### config.mk
export PLATFORM = sky130hd
export DESIGN_NAME = imem_port_arbiter_flat
export DESIGN_NICKNAME = d
export VERILOG_FILES = /design/src/rtl/imem_port_arbiter_if.sv /design/src/rtl/imem_port_arbiter.sv /design/src/flat_wrapper.sv
export SDC_FILE = /design/constraint.sdc
export NUM_CORES = 1
export LEC_CHECK = 0
export BUFFER_PORTS_ARGS = -buffer_cell sky130_fd_sc_hd__clkbuf_2
export CAP_MARGIN = 20
export CORE_MARGIN = 2
export CORE_UTILIZATION = 46
export CTS_BUF_LIST = sky130_fd_sc_hd__clkbuf_8
export DETAILED_ROUTE_END_ITERATION = 16
export PLACE_DENSITY_LB_ADDON = 0.08
export SKIP_LAST_GASP = 1
export SLEW_MARGIN = 20
export SYNTH_ARGS = -nofsm -noshare
export SYNTH_HDL_FRONTEND = slang
export SYNTH_SLANG_ARGS = --single-unit
### constraint.sdc
create_clock -name clk -period 6 [get_ports clk]
set_clock_uncertainty 0.15 [all_clocks]
set_input_delay 1.2 -clock clk [delete_from_list [all_inputs] [get_ports clk]]
set_output_delay 1.2 -clock clk [all_outputs]
set_load 0.02 [all_outputs]
### src/rtl/imem_port_arbiter_if.sv
// rtl/imem_port_arbiter_if.sv - fetch, loader and instruction-RAM signal bundle for imem_port_arbiter
interface imem_port_arbiter_if #(
    parameter int RAM_SIZE_BIT = 10
);
    logic                    cpu_halt;
    logic                    f_req;
    logic [RAM_SIZE_BIT-1:0] f_addr;
    logic                    f_gnt;
    logic                    f_rvalid;
    logic [31:0]             f_rdata;
    logic                    l_req;
    logic                    l_we;
    logic [RAM_SIZE_BIT-1:0] l_addr;
    logic [31:0]             l_wdata;
    logic                    l_gnt;
    logic                    l_rvalid;
    logic [31:0]             l_rdata;
    logic                    l_err;
    logic                    mem_en;
    logic                    mem_we;
    logic [RAM_SIZE_BIT-1:0] mem_addr;
    logic [31:0]             mem_wdata;
    logic [31:0]             mem_rdata;

    // Arbiter side
    modport slave (
        input  cpu_halt, f_req, f_addr, l_req, l_we, l_addr, l_wdata, mem_rdata,
        output f_gnt, f_rvalid, f_rdata, l_gnt, l_rvalid, l_rdata, l_err,
               mem_en, mem_we, mem_addr, mem_wdata
    );

    // Requesters and RAM side
    modport master (
        output cpu_halt, f_req, f_addr, l_req, l_we, l_addr, l_wdata, mem_rdata,
        input  f_gnt, f_rvalid, f_rdata, l_gnt, l_rvalid, l_rdata, l_err,
               mem_en, mem_we, mem_addr, mem_wdata
    );
endinterface

### src/rtl/imem_port_arbiter.sv
// rtl/imem_port_arbiter.sv - fetch/loader arbiter for a single-port instruction RAM (optional IMEM_ARB_WRITE_PROTECT_EN)
module imem_port_arbiter #(
    parameter int                      RAM_SIZE_BIT = 10,
    parameter int                      STARVE_LIMIT = 8,
    parameter logic [RAM_SIZE_BIT-1:0] PROTECT_TOP  = RAM_SIZE_BIT'(168)
) (
    input  logic                 clk,
    input  logic                 reset,
    imem_port_arbiter_if.slave   bus
);
    localparam logic [1:0] TAG_NONE  = 2'd0;
    localparam logic [1:0] TAG_FETCH = 2'd1;
    localparam logic [1:0] TAG_LOAD  = 2'd2;
    localparam logic [7:0] LIMIT     = 8'(STARVE_LIMIT);

    logic [7:0]              starve_q, starve_d;
    logic                    mem_en_q, mem_en_d;
    logic                    mem_we_q, mem_we_d;
    logic [RAM_SIZE_BIT-1:0] mem_addr_q, mem_addr_d;
    logic [31:0]             mem_wdata_q, mem_wdata_d;
    logic [1:0]              tag1_q, tag1_d, tag2_q;
    logic                    wr1_q, wr1_d, wr2_q;
    logic                    err1_q, err1_d, err2_q;
    logic                    l_gnt_w, f_gnt_w, l_prot;

    // Loader writes into the protected low region are acknowledged but never reach the RAM
`ifdef IMEM_ARB_WRITE_PROTECT_EN
    assign l_prot = !bus.cpu_halt && bus.l_we && (bus.l_addr < PROTECT_TOP);
`else
    assign l_prot = 1'b0;
`endif

    // Loader wins when halted, when starved, or when fetch is idle; fetch otherwise
    assign l_gnt_w = bus.l_req && (bus.cpu_halt || (starve_q == LIMIT) || !bus.f_req);
    assign f_gnt_w = bus.f_req && !l_gnt_w;
    assign bus.l_gnt = l_gnt_w;
    assign bus.f_gnt = f_gnt_w;

    // Next-state for the starve counter, the registered RAM command and the owner tag
    always_comb begin
        starve_d    = starve_q;
        mem_en_d    = f_gnt_w || (l_gnt_w && !l_prot);
        mem_we_d    = l_gnt_w && bus.l_we && !l_prot;
        mem_addr_d  = mem_addr_q;
        mem_wdata_d = mem_wdata_q;
        tag1_d      = TAG_NONE;
        wr1_d       = l_gnt_w && bus.l_we;
        err1_d      = l_gnt_w && l_prot;
        if (!bus.l_req || l_gnt_w) begin
            starve_d = 8'd0;
        end else if (starve_q != LIMIT) begin
            starve_d = starve_q + 8'd1;
        end
        if (l_gnt_w) begin
            mem_addr_d = bus.l_addr;
            tag1_d     = TAG_LOAD;
            if (bus.l_we) begin
                mem_wdata_d = bus.l_wdata;
            end
        end else if (f_gnt_w) begin
            mem_addr_d = bus.f_addr;
            tag1_d     = TAG_FETCH;
        end
    end

    // Register the RAM command and shift the owner tag two stages to line up with RAM read data
    always_ff @(posedge clk or posedge reset) begin
        if (reset) begin
            starve_q    <= 8'd0;
            mem_en_q    <= 1'b0;
            mem_we_q    <= 1'b0;
            mem_addr_q  <= '0;
            mem_wdata_q <= 32'd0;
            tag1_q      <= TAG_NONE;
            tag2_q      <= TAG_NONE;
            wr1_q       <= 1'b0;
            wr2_q       <= 1'b0;
            err1_q      <= 1'b0;
            err2_q      <= 1'b0;
        end else begin
            starve_q    <= starve_d;
            mem_en_q    <= mem_en_d;
            mem_we_q    <= mem_we_d;
            mem_addr_q  <= mem_addr_d;
            mem_wdata_q <= mem_wdata_d;
            tag1_q      <= tag1_d;
            tag2_q      <= tag1_q;
            wr1_q       <= wr1_d;
            wr2_q       <= wr1_q;
            err1_q      <= err1_d;
            err2_q      <= err1_q;
        end
    end

    assign bus.mem_en    = mem_en_q;
    assign bus.mem_we    = mem_we_q;
    assign bus.mem_addr  = mem_addr_q;
    assign bus.mem_wdata = mem_wdata_q;

    // Responses: RAM data steered to the owner; loader write acks carry zero data
    assign bus.f_rvalid = (tag2_q == TAG_FETCH);
    assign bus.f_rdata  = bus.f_rvalid ? bus.mem_rdata : 32'd0;
    assign bus.l_rvalid = (tag2_q == TAG_LOAD);
    assign bus.l_rdata  = (bus.l_rvalid && !wr2_q) ? bus.mem_rdata : 32'd0;
    assign bus.l_err    = bus.l_rvalid && err2_q;
endmodule

### src/flat_wrapper.sv
// flat-port wrapper written by rule: the top's interface ports become plain ports
module imem_port_arbiter_flat 
#(
    parameter int                      RAM_SIZE_BIT = 10,
    parameter int                      STARVE_LIMIT = 8,
    parameter logic [RAM_SIZE_BIT-1:0] PROTECT_TOP  = RAM_SIZE_BIT'(168)
)
  (clk, reset, bus_cpu_halt, bus_f_req, bus_f_addr, bus_l_req, bus_l_we, bus_l_addr, bus_l_wdata, bus_mem_rdata, bus_f_gnt, bus_f_rvalid, bus_f_rdata, bus_l_gnt, bus_l_rvalid, bus_l_rdata, bus_l_err, bus_mem_en, bus_mem_we, bus_mem_addr, bus_mem_wdata);
  imem_port_arbiter_if #(.RAM_SIZE_BIT(RAM_SIZE_BIT)) bus_i ();
  input  logic clk;
  input  logic reset;
  input wire logic [$bits(bus_i.cpu_halt)-1:0] bus_cpu_halt;
  input wire logic [$bits(bus_i.f_req)-1:0] bus_f_req;
  input wire logic [$bits(bus_i.f_addr)-1:0] bus_f_addr;
  input wire logic [$bits(bus_i.l_req)-1:0] bus_l_req;
  input wire logic [$bits(bus_i.l_we)-1:0] bus_l_we;
  input wire logic [$bits(bus_i.l_addr)-1:0] bus_l_addr;
  input wire logic [$bits(bus_i.l_wdata)-1:0] bus_l_wdata;
  input wire logic [$bits(bus_i.mem_rdata)-1:0] bus_mem_rdata;
  output wire logic [$bits(bus_i.f_gnt)-1:0] bus_f_gnt;
  output wire logic [$bits(bus_i.f_rvalid)-1:0] bus_f_rvalid;
  output wire logic [$bits(bus_i.f_rdata)-1:0] bus_f_rdata;
  output wire logic [$bits(bus_i.l_gnt)-1:0] bus_l_gnt;
  output wire logic [$bits(bus_i.l_rvalid)-1:0] bus_l_rvalid;
  output wire logic [$bits(bus_i.l_rdata)-1:0] bus_l_rdata;
  output wire logic [$bits(bus_i.l_err)-1:0] bus_l_err;
  output wire logic [$bits(bus_i.mem_en)-1:0] bus_mem_en;
  output wire logic [$bits(bus_i.mem_we)-1:0] bus_mem_we;
  output wire logic [$bits(bus_i.mem_addr)-1:0] bus_mem_addr;
  output wire logic [$bits(bus_i.mem_wdata)-1:0] bus_mem_wdata;
  assign bus_i.cpu_halt = bus_cpu_halt;
  assign bus_i.f_req = bus_f_req;
  assign bus_i.f_addr = bus_f_addr;
  assign bus_i.l_req = bus_l_req;
  assign bus_i.l_we = bus_l_we;
  assign bus_i.l_addr = bus_l_addr;
  assign bus_i.l_wdata = bus_l_wdata;
  assign bus_i.mem_rdata = bus_mem_rdata;
  assign bus_f_gnt = bus_i.f_gnt;
  assign bus_f_rvalid = bus_i.f_rvalid;
  assign bus_f_rdata = bus_i.f_rdata;
  assign bus_l_gnt = bus_i.l_gnt;
  assign bus_l_rvalid = bus_i.l_rvalid;
  assign bus_l_rdata = bus_i.l_rdata;
  assign bus_l_err = bus_i.l_err;
  assign bus_mem_en = bus_i.mem_en;
  assign bus_mem_we = bus_i.mem_we;
  assign bus_mem_addr = bus_i.mem_addr;
  assign bus_mem_wdata = bus_i.mem_wdata;
  imem_port_arbiter #(.RAM_SIZE_BIT(RAM_SIZE_BIT), .STARVE_LIMIT(STARVE_LIMIT), .PROTECT_TOP(PROTECT_TOP)) u_core (.clk(clk), .reset(reset), .bus(bus_i));
endmodule
## Word-level counts from Yosys, hierarchy flattened

Cells that the tools add are included.

- Register bits after elaboration: 57
- Output and inout port bits: 113

- $add $sub $neg: 1
- Multiplexer cells: 8
- Equality and inequality tests: 4
- Reduce and logical (&&, ||, !) cells: 15

Operators with widths:

| operator | number |
|---|---|
| 2-to-1 mux 32 bit | 2 |
| 2-to-1 mux 10 bit | 2 |
| 2-to-1 mux 8 bit | 2 |
| adder 8 x 1 -> 8 bit (second input constant) | 1 |
| == test 8 x 4 -> 1 bit (second input constant) | 1 |
| inequality test 8 x 4 -> 1 bit (second input constant) | 1 |
| logical AND 1 bit | 4 |
| zero test 1 bit | 4 |
| logical OR 1 bit | 4 |
| nonzero test 2 bit | 2 |
| == test 2 x 1 -> 1 bit (second input constant) | 1 |
| == test 2 bit (second input constant) | 1 |
| 2-to-1 mux 2 bit | 1 |
| AND reduction 2 bit | 1 |
| 2-to-1 mux 1 bit | 1 |

## Depth between registers and ports, before layout

- Word-level depth: 8
- Depth in mapped cells: 7
- Mapped depth without buffers: 6

## Worst setup path before layout

OpenSTA, ideal clock, no wires.

- Path kind: input to output
- From: input bus_f_req
- To: output bus_f_gnt
- Data required time: 4650 ps
- Setup slack: 2641 ps
- Arrival time: 2009 ps
- Stages on the path: 2
- Cells stage by stage: buf_1 > nor2b_1

- Cells in the longest elaborated chain, start to end: 5

Ends and longest elaborated chain:

| item | RTL line | RTL |
|---|---|---|
| from (decl) | flat_wrapper.sv:13 | `input wire logic [$bits(bus_i.f_req)-1:0] bus_f_req;` |
| zero test 1 bit | imem_port_arbiter.sv:34 | `assign l_gnt_w = bus.l_req && (bus.cpu_halt \|\| (starve_q == LIMIT) \|\| !bus.f_req);` |
| logical OR 1 bit | imem_port_arbiter.sv:34 |  |
| logical AND 1 bit | imem_port_arbiter.sv:34 |  |
| zero test 1 bit | imem_port_arbiter.sv:35 | `assign f_gnt_w = bus.f_req && !l_gnt_w;` |
| logical AND 1 bit (*) | imem_port_arbiter.sv:35 |  |
| to (decl) | flat_wrapper.sv:20 | `output wire logic [$bits(bus_i.f_gnt)-1:0] bus_f_gnt;` |

Mark *: on every way between the ends. The rest lies on a longest branch, timed or not.

## Final worst setup path

Same ends and word-level chain as after synthesis.

==> results.sh <==
export IMPL_finish_utilization_pct=68.0
export IMPL_design_die_area_sq_um=6840
export IMPL_drt_antenna_violating_nets=0
export IMPL_route_detailed_wl_per_inst_um=13.3
export IMPL_postCtsSetupRepairBufs=0
export IMPL_grt_pass1_vias=2098
export IMPL_r2r_slack_ns=3.66
export IMPL_place_worst_setup_slack_ns=2.26
export IMPL_gates_resized_cts_repair=0
export IMPL_detail_route_drc_violations=0
export IMPL_vias=2362
export IMPL_p_leak_uw=0.00235
export IMPL_final_setup_worst_slack_ns=2.26
export IMPL_part_of_the_yosys_area_used_for_sequential_elements_pct=50.1
export IMPL_placeableCoreArea_sq_um=5960
export IMPL_clkSlewWorstSetupHoldPaths_ns=0.06
export IMPL_totalNegativeSetupSlack_ns=0
export IMPL_row_count=28
export IMPL_finish_instance_area_sq_um=4050
export IMPL_dr_pass1_iters=4
export IMPL_cts_hold_buffers=0
export IMPL_groute_usage_overall_pct=19.7
export IMPL_crit_top_cell="clkbuf_2"
export IMPL_rsz0062_at_grt="false"
export IMPL_syn_inst=238
export IMPL_ir_drop_mv=0.204
export IMPL_cp_cell_sequence="clkbuf_2, nand2b_1, a22o_4, nor2b_1, clkbuf_2"
export IMPL_ctsLongestPathBuffers=2
export IMPL_worstPathMaxFanout=24
export IMPL_design_final_nets=532
export IMPL_mostFrequentLayoutCells="clkbuf_2 (201), and2_1 (64), dfrtp_1 (57), mux2_4 (29), nand2_1 (11)"
export IMPL_finalWeightedCongestion=0.788
export IMPL_dpl_instance_area_sq_um=3890
export IMPL_htree_num_levels=3
export IMPL_numClockSinks=57
export IMPL_cp_arrival_ns=2.39
export IMPL_io_buffers=201
export IMPL_layout_commonest_cell="clkbuf_2"
export IMPL_criticalPathCategory="primary input to output port"
export IMPL_drt_iter0_markers=78
export IMPL_r2r_cells=6
export IMPL_cts_tree="built"
export IMPL_max_slew_worst_pin_slew_ns=0.689
export IMPL_synthToLayoutAreaGrowth_pct=42.2
export IMPL_routed_wire_length_um=6890
export IMPL_gr_usage_met1_pct=23.7
export IMPL_global_route_usage_met2_pct=32.8
export IMPL_timing_slew_headroom_pct=54.0
export IMPL_setup_viol=0
export IMPL_hold_class="register to register"
export IMPL_grt_start_max_net_pins=58
export IMPL_power_density_nw_per_um2=259
export IMPL_grt_first_pass_wirelength_um=9970
export IMPL_yosys_warnings=0
export IMPL_timing_max_transition_violations_final=0
export IMPL_synth_ff_latch_count=57
export IMPL_top_level_ports=203
export IMPL_status="finished clean"
export IMPL_cp_buffers_inverters=2
export IMPL_die_height_um=82.7
export IMPL_critPathMaxStageDelay_ns=0.37
export IMPL_hpwl_um=5360
export IMPL_syn_cell_area_sq_um=2850
export IMPL_timing_critical_path_slowest_stage_cell="a22o_4"
export IMPL_clock_fmax_mhz=268
export IMPL_synth_lib_cells_used_distinct=29
export IMPL_syn_area_per_cell_sq_um=12.0
export IMPL_worst_setup_ep_type="output port"
export IMPL_route_detailed_vias_per_inst=4.54
export IMPL_fin_crit_ns=3.74
export IMPL_cpLargestDelayFamily="buffers and inverters"
export IMPL_post_route_cells_drive_above_1_share_pct=57.1
export IMPL_timing_rr_start="u_core.starve_q[0]"
export IMPL_diodes=0
export IMPL_ctsRootBufferMaster="clkbuf_8"
export IMPL_timing_critical_path_from_type="primary input"
export IMPL_hold_path_startpoint="u_core.tag1_q[0]"
export IMPL_worstReg2RegEnd="u_core.bus.mem_wdata[28]"
export IMPL_gr_usage_met3_pct=7.17
export IMPL_holdPathEnd="u_core.tag2_q[0]"
export IMPL_cp_data_required_time_ns=4.65
export IMPL_grt_most_used_layer="met2"
export IMPL_maxCapViolations=0
export IMPL_hold_depth=0
export IMPL_timing_final_hold_violations=0
export IMPL_numCtsBuffers=9
export IMPL_mappedNetlistNets=330
export IMPL_insertion_delay_ns=0.33
export IMPL_antenna_found_initial=0
export IMPL_finalCritPeriodShare_pct=62.3
export IMPL_gr_total_overflow=0
export IMPL_die_w_um=82.7
export IMPL_start_util_pct=47.8
==> cell families after synthesis <==
family                   synth area share [%]
AO/OA/AOI/OAI                            2.55
XOR/XNOR                                 1.85
adder cells (fa/ha/maj)                 0.879
buffers and inverters                    3.16
flip-flops                               50.1
multiplexers                             20.0
other                                   0.132
AND/OR/NAND/NOR                          21.4
==> cells in the mapped netlist, drive strengths merged <==
library cell / instances / area share (%)
and2: 64 / 14
dfrtp: 57 / 50
mux2: 32 / 16
nand2: 12 / 1.8
mux2i: 10 / 3.5
o21ai: 10 / 1.8
clkbuf: 8 / 1.1
nor2: 8 / 1.1
buf: 5 / 1.6
nand3: 5 / 0.88
inv: 4 / 0.53
nor2b: 4 / 0.88
xor2: 4 / 1.2
and3: 2 / 0.44
ha: 2 / 0.88
xnor2: 2 / 0.62
a21oi: 1 / 0.18
a22o: 1 / 0.62
and4bb: 1 / 0.44
conb: 1 / 0.13
nand2b: 1 / 0.22
nand4: 1 / 0.22
nor3b: 1 / 0.26
nor4b: 1 / 0.83
or2: 1 / 0.22
==> sequential cells by signal, summed over array words and instances, names as in the netlist <==
signal / count
u_core.tag1_q: 2
u_core.bus.mem_addr: 10
u_core.starve_q: 8
u_core.bus.mem_en: 1
u_core.bus.mem_we: 1
u_core.wr2_q: 1
u_core.bus.mem_wdata: 32
u_core.tag2_q: 2
==> where the power goes <==
group          internal (uW)  total (uW)  switching, uW
Sequential               434         463           28.3
Combinational            136         302            166
Clock                    142         283            141
Total                    712        1050            336
==> metrics by stage <==
stage / hold slack (ns) / instances / power [uW]
2_1_floorplan: 0.181 / 238 / 658
3_3_place_gp: 0.186 / 504 / 770
3_5_place_dp: 0.189 / 504 / 775
4_1_cts: 0.203 / 520 / 1060
5_1_grt: 0.206 / 520 / 1110
6_report: 0.202 / 520 / 1050
==> metal layers <==
layer  part of all wire (%)  vias to the layer above
met5                      0                        -
met4                    1.1                        0
met3                     10                       10
met2                     50                      121
met1                     39                     1055
li1                       -                     1176
==> cell type report <==
class	instances	area (sq um)
Clock buffer	9	124
Clock inverter	7	31.3
Fill cell	491	1910
Inverter	4	15.0
Multi-Input combinational cell	164	1330
Sequential cell	57	1430
Tap cell	75	93.8
Timing Repair Buffer	204	1030
==> worst max-delay path by stage <==
stage / from / endpoint / slack (ns) / cells after the start
global route: bus_f_req / bus_f_gnt / 2.12 / 5
CTS: bus_f_req / bus_f_gnt / 2.26 / 5
detailed placement: bus_f_req / bus_f_gnt / 2.26 / 5
global placement: bus_f_req / bus_f_gnt / 2.29 / 5
finish: bus_f_req / bus_f_gnt / 2.26 / 5
floorplan: bus_f_req / bus_f_gnt / 2.64 / 2
No activity file was read; power rests on OpenSTA's default activity.
